==> config.mk <==
export PLATFORM = sky130hd
export DESIGN_NAME = if_stage
export DESIGN_NICKNAME = d
export VERILOG_FILES = /design/src/rtl/if_stage.sv
export SDC_FILE = /design/constraint.sdc
export NUM_CORES = 1
export LEC_CHECK = 0
export ABC_AREA = 1
export CAP_MARGIN = 0
export CORE_MARGIN = 2
export CORE_UTILIZATION = 45
export CTS_CLUSTER_DIAMETER = 50
export DETAILED_ROUTE_END_ITERATION = 10
export PLACE_DENSITY = 0.73
export SYNTH_ARGS = -nofsm -noshare
export SYNTH_HDL_FRONTEND = slang
export SYNTH_SLANG_ARGS = --single-unit
==> constraint.sdc <==
create_clock -name i_clk -period 2.6 [get_ports i_clk]
set_input_delay 0.52 -clock i_clk [delete_from_list [all_inputs] [get_ports i_clk]]
set_output_delay 0.52 -clock i_clk [all_outputs]
set_load 0.03 [all_outputs]
==> src/rtl/if_stage.sv <==
// Instruction-fetch stage with IF/ID pipeline register.
// Owns the PC, runs a single-outstanding req/ready fetch to instruction memory,
// and presents {pc+4, instruction, valid} to decode. Decode can freeze the stage,
// and EXE can redirect it with a branch that flushes IF/ID.
module if_stage #(
  parameter logic [31:0] RESET_PC = 32'h0000_0000
) (
  input  logic        i_clk,
  input  logic        i_rst,
  // Hazard stall from decode
  input  logic        i_freeze,
  // Redirect from EXE
  input  logic        i_branch_taken,
  input  logic [31:0] i_branch_addr,
  // Instruction memory port
  output logic        o_imem_req,
  output logic [31:0] o_imem_addr,
  input  logic [31:0] i_imem_rdata,
  input  logic        i_imem_ready,
  // IF/ID register
  output logic [31:0] o_pc_out,
  output logic [31:0] o_instruction,
  output logic        o_valid
);

  // StFetch: request outstanding, result consumed when it arrives.
  // StHold:  result parked in r_buf because decode was frozen; no request.
  // StDrain: a branch arrived mid-fetch; wait out the old request, then redirect.
  typedef enum logic [1:0] {
    StFetch = 2'b00,
    StHold  = 2'b01,
    StDrain = 2'b10
  } state_t;

  state_t      r_state;
  state_t      w_state_next;

  logic [31:0] r_pc;
  logic [31:0] w_pc_next;
  logic [31:0] w_pc_plus4;

  logic [31:0] r_buf;
  logic [31:0] w_buf_next;

  logic [31:0] r_redir;
  logic [31:0] w_redir_next;

  logic [31:0] r_pc_out;
  logic [31:0] w_pc_out_next;
  logic [31:0] r_instr;
  logic [31:0] w_instr_next;
  logic        r_valid;
  logic        w_valid_next;

  // PC increment wraps modulo 2^32
  assign w_pc_plus4 = r_pc + 32'd4;

  // Memory interface: address is the PC itself, so it stays stable until the PC moves,
  // which only happens on a completed request or from StHold (no request pending).
  assign o_imem_req  = ~i_rst & ((r_state == StFetch) | (r_state == StDrain));
  assign o_imem_addr = r_pc;

  assign o_pc_out      = r_pc_out;
  assign o_instruction = r_instr;
  assign o_valid       = r_valid;

  // Next-state, next-PC and next IF/ID contents
  always_comb begin
    w_state_next  = r_state;
    w_pc_next     = r_pc;
    w_buf_next    = r_buf;
    w_redir_next  = r_redir;
    w_pc_out_next = r_pc_out;
    w_instr_next  = r_instr;
    w_valid_next  = r_valid;

    case (r_state)
      StFetch: begin
        if (i_branch_taken) begin
          // Flush overrides freeze; the in-flight fetch is on the wrong path
          w_pc_out_next = 32'h0;
          w_instr_next  = 32'h0;
          w_valid_next  = 1'b0;
          if (i_imem_ready) begin
            w_pc_next = i_branch_addr;
          end else begin
            w_redir_next = i_branch_addr;
            w_state_next = StDrain;
          end
        end else if (i_imem_ready) begin
          if (!i_freeze) begin
            w_pc_out_next = w_pc_plus4;
            w_instr_next  = i_imem_rdata;
            w_valid_next  = 1'b1;
            w_pc_next     = w_pc_plus4;
          end else begin
            // Decode can't take it yet; park the word so it is not re-fetched
            w_buf_next   = i_imem_rdata;
            w_state_next = StHold;
          end
        end else if (!i_freeze) begin
          // Waiting on memory: hand decode a bubble
          w_pc_out_next = 32'h0;
          w_instr_next  = 32'h0;
          w_valid_next  = 1'b0;
        end
      end

      StHold: begin
        if (i_branch_taken) begin
          w_buf_next    = 32'h0;
          w_pc_next     = i_branch_addr;
          w_pc_out_next = 32'h0;
          w_instr_next  = 32'h0;
          w_valid_next  = 1'b0;
          w_state_next  = StFetch;
        end else if (!i_freeze) begin
          w_pc_out_next = w_pc_plus4;
          w_instr_next  = r_buf;
          w_valid_next  = 1'b1;
          w_pc_next     = w_pc_plus4;
          w_state_next  = StFetch;
        end
      end

      StDrain: begin
        // IF/ID remains a bubble until the redirected fetch returns
        w_pc_out_next = 32'h0;
        w_instr_next  = 32'h0;
        w_valid_next  = 1'b0;
        if (i_imem_ready) begin
          // Response belongs to the abandoned path; newest redirect target wins
          w_pc_next    = i_branch_taken ? i_branch_addr : r_redir;
          w_state_next = StFetch;
        end else if (i_branch_taken) begin
          w_redir_next = i_branch_addr;
        end
      end

      default: begin
        w_state_next = StFetch;
      end
    endcase
  end

  // State, PC, buffer and IF/ID registers with synchronous reset
  always_ff @(posedge i_clk) begin
    if (i_rst) begin
      r_state  <= StFetch;
      r_pc     <= RESET_PC;
      r_buf    <= 32'h0;
      r_redir  <= 32'h0;
      r_pc_out <= 32'h0;
      r_instr  <= 32'h0;
      r_valid  <= 1'b0;
    end else begin
      r_state  <= w_state_next;
      r_pc     <= w_pc_next;
      r_buf    <= w_buf_next;
      r_redir  <= w_redir_next;
      r_pc_out <= w_pc_out_next;
      r_instr  <= w_instr_next;
      r_valid  <= w_valid_next;
    end
  end

endmodule

==> results of run 1 <==
==> Yosys cell counts <==
library cell / instances
a211oi_1: 2
a21boi_0: 1
a21o_1: 2
a21oi_1: 212
a22oi_1: 3
a31oi_1: 5
a31oi_4: 1
buf_1: 5
buf_2: 18
buf_4: 6
clkbuf_1: 50
dfxtp_1: 163
ha_1: 5
inv_1: 72
inv_2: 4
inv_4: 1
nand2_1: 367
nand2_2: 4
nand2_4: 1
nand3_1: 87
nand3b_1: 1
nand4_1: 2
nor2_1: 75
nor2_2: 5
nor2_4: 3
nor2_8: 1
nor3_1: 1
o2111ai_1: 1
o21a_1: 1
o21ai_0: 104
o21ai_1: 4
o21ai_2: 2
o21bai_1: 2
or2_2: 5
or2_4: 1
or3_1: 2
xnor2_1: 2
xor2_1: 6
==> layer usage <==
metal	share of wire [%]	vias to the layer above	global-route usage [%]
met5	0	-	0
met4	2.1	0	8.49
met3	7.3	33	4.81
met2	47	315	39.0
met1	44	3831	31.8
li1	-	4270	-
==> worst max path at each step <==
stage | slack [ns] | from | to | depth (start not counted)
after floorplan | 0.59 | r_state[0] | o_imem_req | 6
after global placement | 0.30 | i_imem_ready | o_pc_out[21] | 7
after detailed placement | 0.31 | i_imem_ready | o_pc_out[21] | 7
after CTS | 0.26 | r_state[1] | o_imem_req | 5
after global routing | 0.15 | r_state[1] | o_imem_req | 5
final | 0.29 | r_state[1] | o_imem_req | 5
==> worst min-delay path, delay by kind of cell, from the launching register on <==
family,cells,cell delay (ns)
AO/OA/AOI/OAI,1,0.05
flip-flops,1,0.31
buffers and inverters,1,0.04
==> metrics by stage <==
step	power [mW]	util [%]	setup slack (ns)	std cells	area [sq um]
after CTS	7.28	58.9	0.258	1594	10500
after floorplan	4.09	-	0.592	1227	8090
after global routing	7.60	58.9	0.153	1594	10500
after detailed placement	4.75	55.6	0.313	1562	9880
final	7.26	58.9	0.292	1594	10500
after global placement	4.74	55.6	0.299	1562	9880
==> sequential cells by signal, summed over array words and instances, names as in the netlist <==
signal and flops:
o_imem_addr 32, o_instruction 32, r_redir 32, o_valid 1
r_buf 32, r_state 2, o_pc_out 32
==> power by group through the flow <==
stage	clock network, mW	registers [mW]	logic (mW)
2_1_floorplan	0	3.15	0.946
3_3_place_gp	0	2.98	1.75
3_5_place_dp	0	2.99	1.76
4_1_cts	2.57	2.94	1.77
5_1_grt	2.68	2.97	1.95
6_report	2.54	2.94	1.77
==> layout make-up <==
type,count,area share (%)
multi-input combinational,908,40.1
timing repair buffer,185,17.6
inverter,77,2.78
clock inverter,11,1.21
clock buffer,21,4.49
tap,229,2.73
sequential,163,31.1
==> cell usage in the layout (no fill, tap or decap), types with 3 or more instances in the layout <==
| cell | n |
|---|---|
| clkdlybuf4s50_1 | 163 |
| clkbuf_8 | 3 |
| nand3_1 | 87 |
| a22oi_1 | 3 |
| dfxtp_1 | 163 |
| nand2_2 | 4 |
| nor2_4 | 4 |
| buf_4 | 15 |
| nor2_1 | 74 |
| buf_12 | 4 |
| nor2_2 | 5 |
| o21ai_0 | 104 |
| a21oi_1 | 212 |
| clkinvlp_4 | 4 |
| o21ai_1 | 4 |
| inv_2 | 4 |
| inv_1 | 72 |
| ha_1 | 5 |
| nand2_1 | 367 |
| xor2_1 | 6 |
| clkbuf_16 | 17 |
| or2_2 | 5 |
| a31oi_1 | 5 |
==> logic make-up (layout without fill, tap and decap cells) <==
| group | count (synthesis) | count (layout) |
|---|---|---|
| xor+xnor | 8 | 8 |
| fa+ha+maj | 5 | 5 |
| simple gates | 555 | 555 |
| buf+inv | 156 | 294 |
| compound gates | 340 | 340 |
| flops | 163 | 163 |
==> run metrics, run 1 <==
Synth Area in XOR/XNOR 0.867%; Post-CTS Setup Bufs 0; area grow syn2layout 29.6%; Routed wire per std cell 14.7 um; Critical Path Most Common Cell inv_1; FMAX 433 MHz; HP Class register to register; Switching Share 32.8%; status finished clean; GPL Wtd Cong 0.933; startpoint types register; Gate power share 24.4%; share of the synthesized area in the top cell type 40.4%; synth warn 0; CP Class register to output pin; clock latency at the later pin of the worst-skew pair 0.43 ns; layout cells sized above 1 5.93%; cells on worst reg2reg path 7; area of the multi-input gates 0.00420 sq mm; PortBufs 166; top cells by area, synth dfxtp_1 40%, nand2_1 17%, a21oi_1 13%, o21ai_0 6.4%, nand3_1 5.4%; syn_area_per_cell 6.59 sq um; Leak 4.00 nW; Tcrit/Tclk final 88.8%; initial core utilization 45.5%; Hold Fails Final Rpt 0; first-pass GRT wire length 37.7 mm; GRT Overall Usage 24.0%; Synth area leader dfxtp_1; Crit Path Max Fanout 6; Die Wd 138 um; final net count 1426; # diodes 0; CTS tree yes; worst flop-to-flop path startpoint r_state[0]; Seq/Total Area, Yosys 40.4%; count of final setup violators 0; drt total wl 23.4 mm; Die Area 0.0191 sq mm; Tmin final 2.31 ns; Synth Area in Simple Gates 28.4%; worst hold start o_valid; cell internal pwr 4.88 mW; critical path arrival 1.79 ns; Seq pwr share 40.6%; Yosys cell types 38; maxcap violations 0; Worst Path Required 2.08 ns; hpwl dp 15.9 mm; P_sw 2.38 mW; reg-to-reg setup timing slack 0.44 ns; CTS Root Cell clkbuf_16; Top-Level Pins 167; Max Slew Vio Count 0; Synth Area in Compound Gates 21.8%; Fin Setup TNS 0 ns; row cnt 49; WHS 0.444 ns; Worst R2R End o_imem_addr[28]; hold_buf cts 0; core area 0.0178 sq mm; total grt overflow 0; CTS clk-pin slew, worst paths 0.06 ns; Mapped Nets 1301; mux cell area share after synthesis 0%; worst path cell trace inv_1, ha_1, inv_1, a21oi_1, dlygate4sd2_1; worst rel slew slack 34.2%; Residual DRC 0; Hold Crit Depth 2; Synth Area in Adders 0.774%; peak per-stage delay on the critical path 0.42 ns; number of buffers created by CTS 17; Pwr per Cell Area 693 mW/mm^2; post_cts resized 1; Buf/Inv on CP 3; synthesis-stage register bit count 163; First DRT Iteration DRCs 615; Sink Count 163; hold endpoint o_valid; vias in the first global route 7469; RSZ-0062 raised after global routing no; Worst Skew 0.0117 ns; Worst Tran Pin Value 0.987 ns; drt pass-1 iters 7; drt via density 5.30; largest family of logic cells by synthesized area simple AND/OR/NAND/NOR gates; critical path endpoint category output pin; largest net degree at the start of global routing 97; post-route ant nets 0; maximum VDD drop 554 uV; CTS max path bufs 2; CP delay by family, top buffers and inverters; Cells after Synth 1227; clock power share 35.0%; antenna violations before repair 0; die height 138 um; Mapped Area 0.00809 sq mm; H-tree depth 4; register area 0.00326 sq mm; fillers 1724; CP max-delay cell dlygate4sd2_1; total number of vias 8449
Power figures use the tool's default switching activity.
==> inputs of run 2 (changes only) <==
CORE_MARGIN = 3   (was 2)
==> run metrics, run 2 (synthesis gave the netlist of run 1 again) <==
CTS Root Cell clkbuf_16; Residual DRC 0 (unchanged); critical path endpoint category output pin; Die Wd 140 um (+1.4%); Worst Path Required 2.08 ns (about the same); Hold Crit Depth 2 (unchanged); Routed wire per std cell 15.0 um (+2.3%); status finished clean; Die Area 0.0196 sq mm (+2.9%); final worst slack 0.218 ns (-0.0739 ns); Tcrit/Tclk final 91.6% (+2.8 points); antenna violations before repair 0 (unchanged); commonest non-fill, non-tap cells in the layout 367 x nand2_1, 212 x a21oi_1, 163 x clkdlybuf4s50_1, 163 x dfxtp_1, 104 x o21ai_0; Leak 4.01 nW (+0.10%); Design Area, Final 0.0105 sq mm (about the same); Max Slew Vio Count 0 (unchanged); worst hold start o_valid; hpwl dp 16.0 mm (+0.75%); Fin Setup TNS 0 ns (unchanged); commonest non-fill, non-tap cell in the layout nand2_1; CTS tree yes; cells on worst reg2reg path 7 (unchanged); number of buffers created by CTS 17 (unchanged); hold_buf cts 0 (unchanged); row cnt 48 (-2.0%); HP Class register to register; RSZ-0062 raised after global routing no; First DRT Iteration DRCs 758 (+23%); reg-to-reg setup timing slack 0.37 ns (-0.07 ns); Buf/Inv on CP 3 (unchanged); Place WS 0.143 ns (-0.170 ns); count of final setup violators 0 (unchanged); initial core utilization 46.4% (+0.95 points); final non-filler cell total 1592 (-0.13%); total number of vias 8481 (+0.38%); Critical Path Most Common Cell inv_1; GPL Wtd Cong 0.929 (-0.46%); maxcap violations 0 (unchanged); peak per-stage delay on the critical path 0.43 ns (about the same); post-route ant nets 0 (unchanged); worst flop-to-flop path startpoint r_state[0]; H-tree depth 4 (unchanged); Pwr per Cell Area 695 mW/mm^2 (+0.27%); area grow syn2layout 29.7% (about the same); Worst Tran Pin Value 0.999 ns (+0.0118 ns); Crit Path Max Fanout 5 (-1); FMAX 420 MHz (-3.1%); CP delay by family, top buffers and inverters; PortBufs 166 (unchanged); clock latency at the later pin of the worst-skew pair 0.43 ns (about the same); Cells after DPL 1560 (-0.13%); CP Class register to output pin; fillers 1614 (-6.4%); drt pass-1 iters 5 (-2); register area 0.00326 sq mm (unchanged); hold endpoint o_valid; Tot Pwr 7.28 mW (+0.33%); CTS max path bufs 2 (unchanged); largest net degree at the start of global routing 98 (+1.0%); area of the multi-input gates 0.00420 sq mm (unchanged); worst path cell trace inv_1, ha_1, inv_1, a21oi_1, dlygate4sd2_1; CP max-delay cell dlygate4sd2_1; Sink Count 163 (unchanged); first-pass GRT wire length 38.7 mm (+2.7%); GRT Overall Usage 24.0% (about the same); core area 0.0174 sq mm (-2.0%); worst rel slew slack 33.4% (-0.79 points); final core utilization 60.2% (+1.3 points); # diodes 0 (unchanged); layout cells sized above 1 6.07% (+0.14 points); drt via density 5.33 (+0.50%); startpoint types register; Worst Skew 0.00986 ns (-0.00184 ns); Hold Fails Final Rpt 0 (unchanged); final net count 1428 (+0.14%); CTS clk-pin slew, worst paths 0.07 ns (about the same); Worst R2R End o_imem_addr[9]; vias in the first global route 7630 (+2.2%); WHS 0.455 ns (+0.0110 ns); critical path arrival 1.86 ns (+0.07 ns); total grt overflow 0 (unchanged); drt total wl 23.9 mm (+2.2%); Post-CTS Setup Bufs 0 (unchanged); Tmin final 2.38 ns (+0.0739 ns); die height 140 um (+1.4%); Top-Level Pins 167 (unchanged); maximum VDD drop 511 uV (-7.9%); Placed Area 0.00989 sq mm (+0.10%)
## run 2: cell count changes in the layout (fill, tap and decap cells not counted), sizes merged
cell and delta:
buf +2, clkbuf -2, inv +2
## run 2: layout make-up
class                      instances  share of cell area [%]
multi-input combinational        908                    40.0
clock buffer                      19                    4.22
inverter                          77                    2.78
tap                              225                    2.69
sequential                       163                    31.1
timing repair buffer             187                    17.7
clock inverter                    13                    1.43
## run 2: where the power goes
group          switching, mW  leakage (nW)  internal (mW)
logic                   1.13          2.40          0.656
clock network           1.10         0.279           1.46
registers              0.207          1.33           2.73
total                   2.44          4.01           4.85
## run 2: worst max-delay path by stage
stage                           from               to  slack (ns)  cells past startpoint
after floorplan           r_state[0]       o_imem_req        0.59                      6
after global placement      i_freeze   o_imem_addr[8]        0.18                      8
after detailed placement    i_freeze   o_imem_addr[5]        0.14                      8
after CTS                 r_state[0]       o_imem_req        0.18                      5
after global routing      r_state[0]  o_imem_addr[10]        0.09                      7
final                     r_state[0]       o_imem_req        0.22                      5
## run 2: layer usage
metal | share of wire (%) | vias up | track usage (%)
met5 | 0 | - | 0
met4 | 1.5 | 0 | 7.24
met3 | 6.2 | 30 | 4.13
met2 | 47 | 325 | 37.4
met1 | 46 | 3838 | 34.1
li1 | - | 4288 | -
## run 2: repair_timing
| item | 4_1_cts | 5_1_grt |
|---|---|---|
| endpoints found under the setup margin | 1 | 0 |
| resized for setup | 1 | 0 |
| hold endpoints to repair | 0 | 0 |
## run 2: worst min-delay path, stage by stage, from the launching register on
cell and delay (ns):
dfxtp_1 0.32, inv_1 0.05, a21oi_1 0.05
